==> config.mk <==
export PLATFORM = sky130hd
export DESIGN_NAME = multicycle_controller
export DESIGN_NICKNAME = d
export VERILOG_FILES = /design/src/rtl/riscv_ctrl_pkg.sv /design/src/rtl/alu_decoder.sv /design/src/rtl/multicycle_controller.sv
export SDC_FILE = /design/constraint.sdc
export NUM_CORES = 1
export LEC_CHECK = 0
export CAP_MARGIN = 15
export CORE_MARGIN = 5
export CORE_UTILIZATION = 35
export DETAILED_ROUTE_END_ITERATION = 12
export GPL_TIMING_DRIVEN = 0
export HOLD_SLACK_MARGIN = 0.08
export MAX_ROUTING_LAYER = met4
export PLACE_DENSITY = 0.71
export SLEW_MARGIN = 20
export SYNTH_ARGS = -nofsm -noshare
export SYNTH_HDL_FRONTEND = slang
export SYNTH_HIERARCHICAL = 1
export SYNTH_SLANG_ARGS = --single-unit
==> constraint.sdc <==
create_clock -name clk -period 2 [get_ports clk]
set_clock_uncertainty 0.2 [all_clocks]
set_input_delay 0.4 -clock clk [delete_from_list [all_inputs] [get_ports clk]]
set_output_delay 0.4 -clock clk [all_outputs]
set_load 0.02 [all_outputs]
==> src/rtl/riscv_ctrl_pkg.sv <==
// Shared encodings for the multicycle RV32I controller: FSM states, opcodes and
// the select/control codes driven onto the datapath.
package riscv_ctrl_pkg;

   typedef enum logic [3:0] {
      FETCH, DECODE, MEMADR, MEMREAD, MEMWB, MEMWRITE,
      EXECUTER, EXECUTEI, ALUWB, JAL, BEQ
   } state_t;

   localparam logic [6:0] OP_LOAD   = 7'b0000011;
   localparam logic [6:0] OP_STORE  = 7'b0100011;
   localparam logic [6:0] OP_RTYPE  = 7'b0110011;
   localparam logic [6:0] OP_ITYPE  = 7'b0010011;
   localparam logic [6:0] OP_JAL    = 7'b1101111;
   localparam logic [6:0] OP_BRANCH = 7'b1100011;

   localparam logic [1:0] ALUOP_ADD   = 2'b00;
   localparam logic [1:0] ALUOP_SUB   = 2'b01;
   localparam logic [1:0] ALUOP_FUNCT = 2'b10;

   localparam logic [2:0] ALU_ADD = 3'b000;
   localparam logic [2:0] ALU_SUB = 3'b001;
   localparam logic [2:0] ALU_AND = 3'b010;
   localparam logic [2:0] ALU_OR  = 3'b011;
   localparam logic [2:0] ALU_SLT = 3'b101;

   localparam logic [1:0] IMM_I = 2'b00;
   localparam logic [1:0] IMM_S = 2'b01;
   localparam logic [1:0] IMM_B = 2'b10;
   localparam logic [1:0] IMM_J = 2'b11;

   localparam logic [1:0] RES_ALUOUT    = 2'b00;
   localparam logic [1:0] RES_DATA      = 2'b01;
   localparam logic [1:0] RES_ALURESULT = 2'b10;

   localparam logic [1:0] SRCA_PC    = 2'b00;
   localparam logic [1:0] SRCA_OLDPC = 2'b01;
   localparam logic [1:0] SRCA_RS1   = 2'b10;

   localparam logic [1:0] SRCB_RS2  = 2'b00;
   localparam logic [1:0] SRCB_IMM  = 2'b01;
   localparam logic [1:0] SRCB_FOUR = 2'b10;

   function automatic logic [1:0] immSrcFor(input logic [6:0] op);
      case (op)
         OP_STORE:  return IMM_S;
         OP_BRANCH: return IMM_B;
         OP_JAL:    return IMM_J;
         default:   return IMM_I;
      endcase
   endfunction

endpackage

==> src/rtl/alu_decoder.sv <==
// Combinational ALU control decode from the FSM's ALUOp and the instruction
// function fields.
module alu_decoder
   import riscv_ctrl_pkg::*;
(
   input  logic [1:0] i_aluOp,
   input  logic [2:0] i_funct3,
   input  logic       i_opb5,
   input  logic       i_funct7b5,
   output logic [2:0] o_aluControl
);

   always_comb begin
      o_aluControl = ALU_ADD;
      case (i_aluOp)
         ALUOP_ADD: o_aluControl = ALU_ADD;
         ALUOP_SUB: o_aluControl = ALU_SUB;
         ALUOP_FUNCT: begin
            // Only R-type sub sets op[5]; addi with imm[10]=1 must stay an add.
            case (i_funct3)
               3'b000:  o_aluControl = (i_opb5 & i_funct7b5) ? ALU_SUB : ALU_ADD;
               3'b010:  o_aluControl = ALU_SLT;
               3'b110:  o_aluControl = ALU_OR;
               3'b111:  o_aluControl = ALU_AND;
               default: o_aluControl = ALU_ADD;
            endcase
         end
         default: o_aluControl = ALU_ADD;
      endcase
   end

endmodule

==> src/rtl/multicycle_controller.sv <==
// Moore control FSM for the multicycle RV32I datapath. Define MCCTRL_BNE_EN to
// let the BEQ state also execute bne (funct3=001 branches on ~Zero).
module multicycle_controller
   import riscv_ctrl_pkg::*;
(
   input  logic       clk,
   input  logic       reset,
   input  logic [6:0] op,
   input  logic [2:0] funct3,
   input  logic       funct7b5,
   input  logic       Zero,
   input  logic       MemReady,
   output logic       PCWrite,
   output logic       AdrSrc,
   output logic       MemWrite,
   output logic       IRWrite,
   output logic       RegWrite,
   output logic [1:0] ResultSrc,
   output logic [1:0] ALUSrcA,
   output logic [1:0] ALUSrcB,
   output logic [1:0] ImmSrc,
   output logic [2:0] ALUControl
);

   state_t     r_state;
   state_t     w_nextState;
   logic       w_pcUpdate;
   logic       w_branch;
   logic       w_branchCond;
   logic       w_irWrite;
   logic       w_regWrite;
   logic       w_memWrite;
   logic [1:0] w_aluOp;

   always_ff @(posedge clk or posedge reset) begin
      if (reset) r_state <= FETCH;
      else       r_state <= w_nextState;
   end

   always_comb begin
      w_nextState = r_state;
      w_pcUpdate  = 1'b0;
      w_branch    = 1'b0;
      w_irWrite   = 1'b0;
      w_regWrite  = 1'b0;
      w_memWrite  = 1'b0;
      w_aluOp     = ALUOP_ADD;
      AdrSrc      = 1'b0;
      ResultSrc   = RES_ALUOUT;
      ALUSrcA     = SRCA_PC;
      ALUSrcB     = SRCB_RS2;
      case (r_state)
         FETCH: begin
            ALUSrcB    = SRCB_FOUR;
            ResultSrc  = RES_ALURESULT;
            w_irWrite  = MemReady;
            w_pcUpdate = MemReady;
            if (MemReady) w_nextState = DECODE;
         end
         DECODE: begin
            ALUSrcA = SRCA_OLDPC;
            ALUSrcB = SRCB_IMM;
            case (op)
               OP_LOAD, OP_STORE: w_nextState = MEMADR;
               OP_RTYPE:          w_nextState = EXECUTER;
               OP_ITYPE:          w_nextState = EXECUTEI;
               OP_JAL:            w_nextState = JAL;
               OP_BRANCH:         w_nextState = BEQ;
               default:           w_nextState = FETCH;
            endcase
         end
         MEMADR: begin
            ALUSrcA     = SRCA_RS1;
            ALUSrcB     = SRCB_IMM;
            w_nextState = (op == OP_LOAD) ? MEMREAD : MEMWRITE;
         end
         MEMREAD: begin
            AdrSrc = 1'b1;
            if (MemReady) w_nextState = MEMWB;
         end
         MEMWB: begin
            ResultSrc   = RES_DATA;
            w_regWrite  = 1'b1;
            w_nextState = FETCH;
         end
         MEMWRITE: begin
            AdrSrc     = 1'b1;
            w_memWrite = 1'b1;
            if (MemReady) w_nextState = FETCH;
         end
         EXECUTER: begin
            ALUSrcA     = SRCA_RS1;
            ALUSrcB     = SRCB_RS2;
            w_aluOp     = ALUOP_FUNCT;
            w_nextState = ALUWB;
         end
         EXECUTEI: begin
            ALUSrcA     = SRCA_RS1;
            ALUSrcB     = SRCB_IMM;
            w_aluOp     = ALUOP_FUNCT;
            w_nextState = ALUWB;
         end
         ALUWB: begin
            ResultSrc   = RES_ALUOUT;
            w_regWrite  = 1'b1;
            w_nextState = FETCH;
         end
         JAL: begin
            ALUSrcA     = SRCA_OLDPC;
            ALUSrcB     = SRCB_FOUR;
            w_pcUpdate  = 1'b1;
            w_nextState = ALUWB;
         end
         BEQ: begin
            ALUSrcA     = SRCA_RS1;
            ALUSrcB     = SRCB_RS2;
            w_aluOp     = ALUOP_SUB;
            w_branch    = 1'b1;
            w_nextState = FETCH;
         end
         default: w_nextState = FETCH;
      endcase
   end

`ifdef MCCTRL_BNE_EN
   assign w_branchCond = (funct3 == 3'b001) ? ~Zero : Zero;
`else
   assign w_branchCond = Zero;
`endif

   // Enables are gated by reset itself so an async reset mid-write aborts it at once.
   assign PCWrite  = ~reset & (w_pcUpdate | (w_branch & w_branchCond));
   assign IRWrite  = ~reset & w_irWrite;
   assign RegWrite = ~reset & w_regWrite;
   assign MemWrite = ~reset & w_memWrite;
   assign ImmSrc   = immSrcFor(op);

   alu_decoder u_aluDecoder (
      .i_aluOp      (w_aluOp),
      .i_funct3     (funct3),
      .i_opb5       (op[5]),
      .i_funct7b5   (funct7b5),
      .o_aluControl (ALUControl)
   );

endmodule

* Word level (Yosys, flattened, before mapping)
Index checks and enable logic that the tools add are counted.
** Storage, ports and cells
- Bits in registers :: 4
- Input bits :: 15
- Output and inout bits :: 16
- Word-level logic and storage cells :: 65
** Cells by class
- Eq/ne operators :: 24
- Multiplexer cells :: 20
- Bitwise logic cells :: 8
- Reductions and logical operators :: 12
** Operators with widths (count)
- 4-bit one-hot mux with 6 select lines :: 1
- 4-bit one-hot mux with 5 select lines :: 1
- 4-bit by 3-bit equality test with 1-bit output (second input constant) :: 4
- 2-bit one-hot mux with 2 select lines :: 4
- 7-bit by 6-bit equality test with 1-bit output (second input constant) :: 2
- 7-bit equality test (second input constant) :: 2
- 4-bit equality test (second input constant) :: 3
- 4-bit 2-to-1 mux :: 3
- 3-bit one-hot mux with 4 select lines :: 1
- 2-bit OR reduction :: 6
- 4-bit by 2-bit equality test with 1-bit output (second input constant) :: 2
- 7-bit by 2-bit equality test with 1-bit output (second input constant) :: 1
- 7-bit by 5-bit equality test with 1-bit output (second input constant) :: 1
- 1-bit bitwise AND :: 6
- 3-bit equality test (second input constant) :: 2
- 1-bit 2-to-1 mux :: 6
- 2-bit inequality test (second input constant) :: 3
- 2-bit one-hot mux with 3 select lines :: 1
- 3-bit one-hot mux with 2 select lines :: 1
- 3-bit OR reduction :: 2
- 4-bit by 1-bit equality test with 1-bit output (second input constant) :: 1
- 4-bit logical NOT :: 1
- 4-bit OR reduction :: 1
- 3-bit by 2-bit equality test with 1-bit output (second input constant) :: 1
- other kinds (8) :: 8

* Depth between registers and ports, before layout
- Word-level depth :: 5
- Gate-level depth with buffers :: 8
- Gate-level depth less buffers :: 6

* Cells and area by module
The synthesis kept the hierarchy.
** By module, submodules not included
- multicycle_controller :: times used 1, cells each 70, area an instance 528.0 um2, seq. area each 100.1 um2
- alu_decoder :: times used 1, cells each 11, area an instance 96.3 um2, seq. area each 0.0 um2

* Worst setup path before layout
Ideal clock, no wire load.
- Path type :: register to output
- Start point :: register r_state[3]
- End point :: output ALUControl[2]
- Data arrival time :: 2.092 ns
- Data required time :: 1.400 ns
- Setup slack :: -0.692 ns
- Cell stages (with the launch flop) :: 7
- Buffers on the path :: 1
- Cell sequence :: dfrtp_1 clkbuf_1 nand2_1 nor3_1 inv_1 ha_1 nor4b_1
** Between the ends
- Cells in the longest elaborated chain, start to end :: 5
- Elaborated cells on any way between the ends :: 8
- Those cells by class :: eq/ne (5); mux (2); reduce/logical (1)
** Ends and longest elaborated chain
- from (decl) :: line multicycle_controller.sv:25 : state_t r_state;
- from (signal assigned) :: line multicycle_controller.sv:37 : else r_state <= w_nextState;
- 4-bit by 3-bit equality test with 1-bit output :: line multicycle_controller.sv:52 : case (r_state)
- 2-bit OR reduction (no line)
- 2-bit one-hot mux with 2 select lines (*) :: line multicycle_controller.sv:52
- net w_aluOp[0] :: line multicycle_controller.sv:33 : logic [1:0] w_aluOp;
- 2-bit equality test or 2-bit by 1-bit equality test with 1-bit output (tied branches) :: line alu_decoder.sv:15 : case (i_aluOp)
- 3-bit one-hot mux with 2 select lines (*) :: line alu_decoder.sv:15
- to (decl) :: line multicycle_controller.sv:22 : output logic [2:0] ALUControl
The timed path passes the listed nets; every way through them passes the cells marked *.

* Worst setup path after layout
- Start point :: register r_state[2]
- End point :: output ALUControl[1]
Same word-level chain as after synthesis.

==> reports/metrics.sh <==
SYNTH.AREA.MUX_SHARE_PCT=1.80
BUFFER_PORTS.INSERTED=30
SYNTH_TOP_FAMILY_BY_AREA='simple AND/OR/NAND/NOR gates'
YS_SEQ_ELEMENTS=4
FINAL_LAYOUT_SIZE_SUFFIX_GT1_SHARE_PCT=57.9
DRT_WL_TOTAL_MM=2.44
SETUP_SLACK_NS=-0.352
TIMING.FINAL.CRIT_PERIOD_NS=2.35
STATUS='complete, but fails checks'
CRIT_SLOWEST_CELL='sky130_fd_sc_hd__dfrtp_2'
REGISTERS.TOP_BY_FF_COUNT='r_state'
R2R_START='r_state[1]$_DFFE_PP0P_'
LAYOUT.CORE_UTILIZATION_PCT=73.6
CORE_MM2=0.00171
DRV.MAX_CAP_VIOLATION_COUNT=0
GP_CONGESTION=0.812
CLK-INSERTION-DELAY-LATE_NS=0.23
BUFFER_LEVELS_ON_THE_LONGEST_CLOCK_PATH=2
FLOORPLAN.IO_PINS=31
SYNTH-MAIN-FF-CELL='sky130_fd_sc_hd__dfrtp_1'
VIA_PER_INST=5.44
CRIT_ARRIVAL_NS=1.75
R2R_CELLS=8
MOST_FREQUENT_CELLS_IN_THE_LAYOUT='sky130_fd_sc_hd__buf_4, sky130_fd_sc_hd__buf_6, sky130_fd_sc_hd__clkdlybuf4s50_1, sky130_fd_sc_hd__o21ai_0'
WORST_SLEW_MARGIN_REL_PCT=79.2
ELEMENT_TYPE_AT_THE_CRITICAL_PATH_END='output port'
CTS-BUFFERS-INSERTED=3
POWER-PER-CELL-AREA_mW_PER_MM2=304
FIRST_PASS_ITERS=4
COUNT_OF_ENDPOINTS_FAILING_HOLD_IN_THE_FINAL_TIMING_REPORT=0
GRT_MAX_DEGREE=11
UNREPAIRED_SETUP_ENDPOINTS_AFTER_GLOBAL_ROUTING='yes'
START_UTIL_PCT=36.6
CRITICAL_PATH.N_BUFFERS_INVERTERS=3
SYNTHESIZED_AREA_FRACTION_OCCUPIED_BY_AO_OA_AOI_AND_OAI_CELLS_PCT=21.6
CRITICAL-PATH-TOP-DELAY-FAMILY='flip-flops'
FINAL_NETS=152
FINAL_MAX_SLEW_VIOL_COUNT=0
SYNTH_EDF_COUNT=0
N_ANTENNA_CELL=0
POST-ROUTE-DRC-COUNT=0
ANTENNA_LEFT=0
RRSETUPSLACK_NS=0.22
ASYNC_FLOP_SHARE_PCT=100
ROUTED-VIA-COUNT=859
AREAGROWTHSYNTHTOFINISH_PCT=101
PATH_MAX_FANOUT=5
STD_CELL_ROWS=15
FMAX_MHz=425
SYNTH_NETS=98
TIMING.SETUP.CRITICAL_PATH_CLASS='reg -> out'
CTS-ROOT-BUF='sky130_fd_sc_hd__clkbuf_4'
FIRST_GLOBAL_VIAS=829
FP.DIEH_UM=52.2
WL_PER_CELL_UM=15.4
IRDROPWORSTVDD_mV=0.274
HOLD_PATH.CLASS='in -> async'
MAX_STAGE_DELAY_NS=0.45
REPORT.FINAL.SETUP_VIOL=11
VIOLATIONS='negative setup slack'
TOP_REGS='r_state (4)'
CTS_TREE='yes'
POST-ROUTE-PERIOD-UTIL_PCT=118
DP_HPWL_MM=1.45
YOSYS.CELL_TYPES.COUNT=40
YS_WARNS=6
PARITY_GATE_SHARE_OF_THE_SYNTHESIZED_AREA_COUNTING_XOR_AND_XNOR_CELLS_PCT=4.21
SYNTH_FA_HA_AREA_SHARE_PCT=4.01
DRT-INITIAL-DRC-COUNT=15
OVERFLOW=0
CRIT_PATH_START_KIND='flop'
DIEWIDTH_UM=52.2
WIRE_LENGTH_OF_THE_FIRST_GLOBAL_ROUTING_PASS_MM=3.54
CLKSINKCOUNT=4
P_TOTAL_mW=0.383
SYNTHSIMPLEGATEAREAFRAC_PCT=41.3
R2R-END='r_state[0]$_DFFE_PP0P_'
PER_INSTANCE_AVERAGE_AREA_AFTER_SYNTHESIS_UM2=7.71
CTS_HTREE_LEVELS=1
LAYOUT_COMMONEST_CELL='sky130_fd_sc_hd__buf_4'
SYNTH_AREA_UM2=624
CP_DATA_REQUIRED_TIME_NS=1.40
NETLIST_INSTANCES=81
WORST-PATH-STAGES=6
SEQUENTIAL_CELL_AREA_FRACTION_IN_THE_YOSYS_REPORT_PCT=16.0
HOLDBUFCOUNTCTS=0
CTS.CLK_SLEW.WORST_PATHS_NS=0.04
TIGHTESTPINTRANSITION_NS=0.310
NUMBER_OF_FLIP_FLOPS_IN_THE_LARGEST_REGISTER=4
POWER.LEAKAGE_nW=0.567
NUMBER_OF_ANTENNA_VIOLATIONS_AT_THE_FIRST_CHECK_IN_GLOBAL_ROUTING=0
FP.DIEAREA_MM2=0.00273
PATH_CELLS='buf_8 > nor3_4 > inv_2 > ha_4 > and4b_2 > buf_6'
GRT.TOTAL_USAGE_PCT=17.5
[layer usage]
layer / vias up / wire (µm) / GRT usage, %
li1: 407 / - / -
met1: 428 / 1030 / 20.8
met2: 20 / 1310 / 31.0
met3: 4 / 54 / 1.42
met4: 0 / 36 / 5.96
met5: - / 0 / -
[report_power, final]
group	total, mW	internal, mW	leakage, nW	switching [mW]
sequential	0.0877	0.0847	0.0509	0.00301
combinational	0.196	0.0992	0.502	0.0964
clock	0.0992	0.0671	0.0138	0.0321
total	0.383	0.251	0.567	0.132
[worst max-delay path by stage]
| stage | startpoint | slack (ns) | to |
|---|---|---|---|
| floorplan | r_state[2]$_DFFE_PP0P_ | -0.10 | ALUControl[0] |
| global placement | r_state[3]$_DFFE_PP0P_ | -0.71 | ALUControl[2] |
| detailed placement | r_state[2]$_DFFE_PP0P_ | -0.72 | ALUControl[0] |
| CTS | r_state[3]$_DFFE_PP0P_ | -0.40 | ALUControl[1] |
| global route | r_state[2]$_DFFE_PP0P_ | -0.43 | ALUControl[0] |
| finish | r_state[2]$_DFFE_PP0P_ | -0.35 | ALUControl[1] |
[layout make-up]
type                    count  area, µm²
inverters                   6       22.5
clock buffers               3       22.5
repair buffers             49        428
multi-input cells          66        586
well taps                  25       31.3
flip-flops and latches      4        103
plain buffers               5       65.1
fillers                   137        450
[kinds of logic (layout without fill, tap and decap cells)]
family,count (synthesis),in the layout
adders and majority gates,2,2
and+or+nand+nor,40,40
DFF,4,4
AOI/OAI and AO/OA,20,20
buffers and inverters,11,63
muxes,1,1
xor gates and xnor gates,3,3
[what timing repair did]
action | CTS | global route
gates resized for setup | 94 | 30
setup buffers | 14 | 4
gates cloned | 1 | 0
setup endpoints to repair | 16 | 14
pin swaps | 11 | 11
[cell usage after synthesis, types with 3 or more instances]
cell type	count	area (µm²)
sky130_fd_sc_hd__and3_1	3	18.8
sky130_fd_sc_hd__nand2_1	5	18.8
sky130_fd_sc_hd__o21ai_0	5	25.0
sky130_fd_sc_hd__nor4_1	3	18.8
sky130_fd_sc_hd__inv_1	6	22.5
sky130_fd_sc_hd__xnor2_1	3	26.3
sky130_fd_sc_hd__dfrtp_1	4	100
sky130_fd_sc_hd__nor2_1	6	22.5
sky130_fd_sc_hd__nor3_1	5	25.0
sky130_fd_sc_hd__a21oi_1	5	25.0
[through the flow]
step	setup TNS [ns]	instances	hold slack (ns)	worst slack, ns	instance area [µm²]
2_1_floorplan	-0.248	81	-0.0286	-0.102	682
3_3_place_gp	-6.29	136	0.486	-0.706	1010
3_5_place_dp	-6.35	136	0.495	-0.717	1010
4_1_cts	-2.21	154	0.252	-0.403	1160
5_1_grt	-3.08	158	0.373	-0.432	1260
6_report	-2.18	158	0.363	-0.352	1260
(Power assumes the default switching activity.)
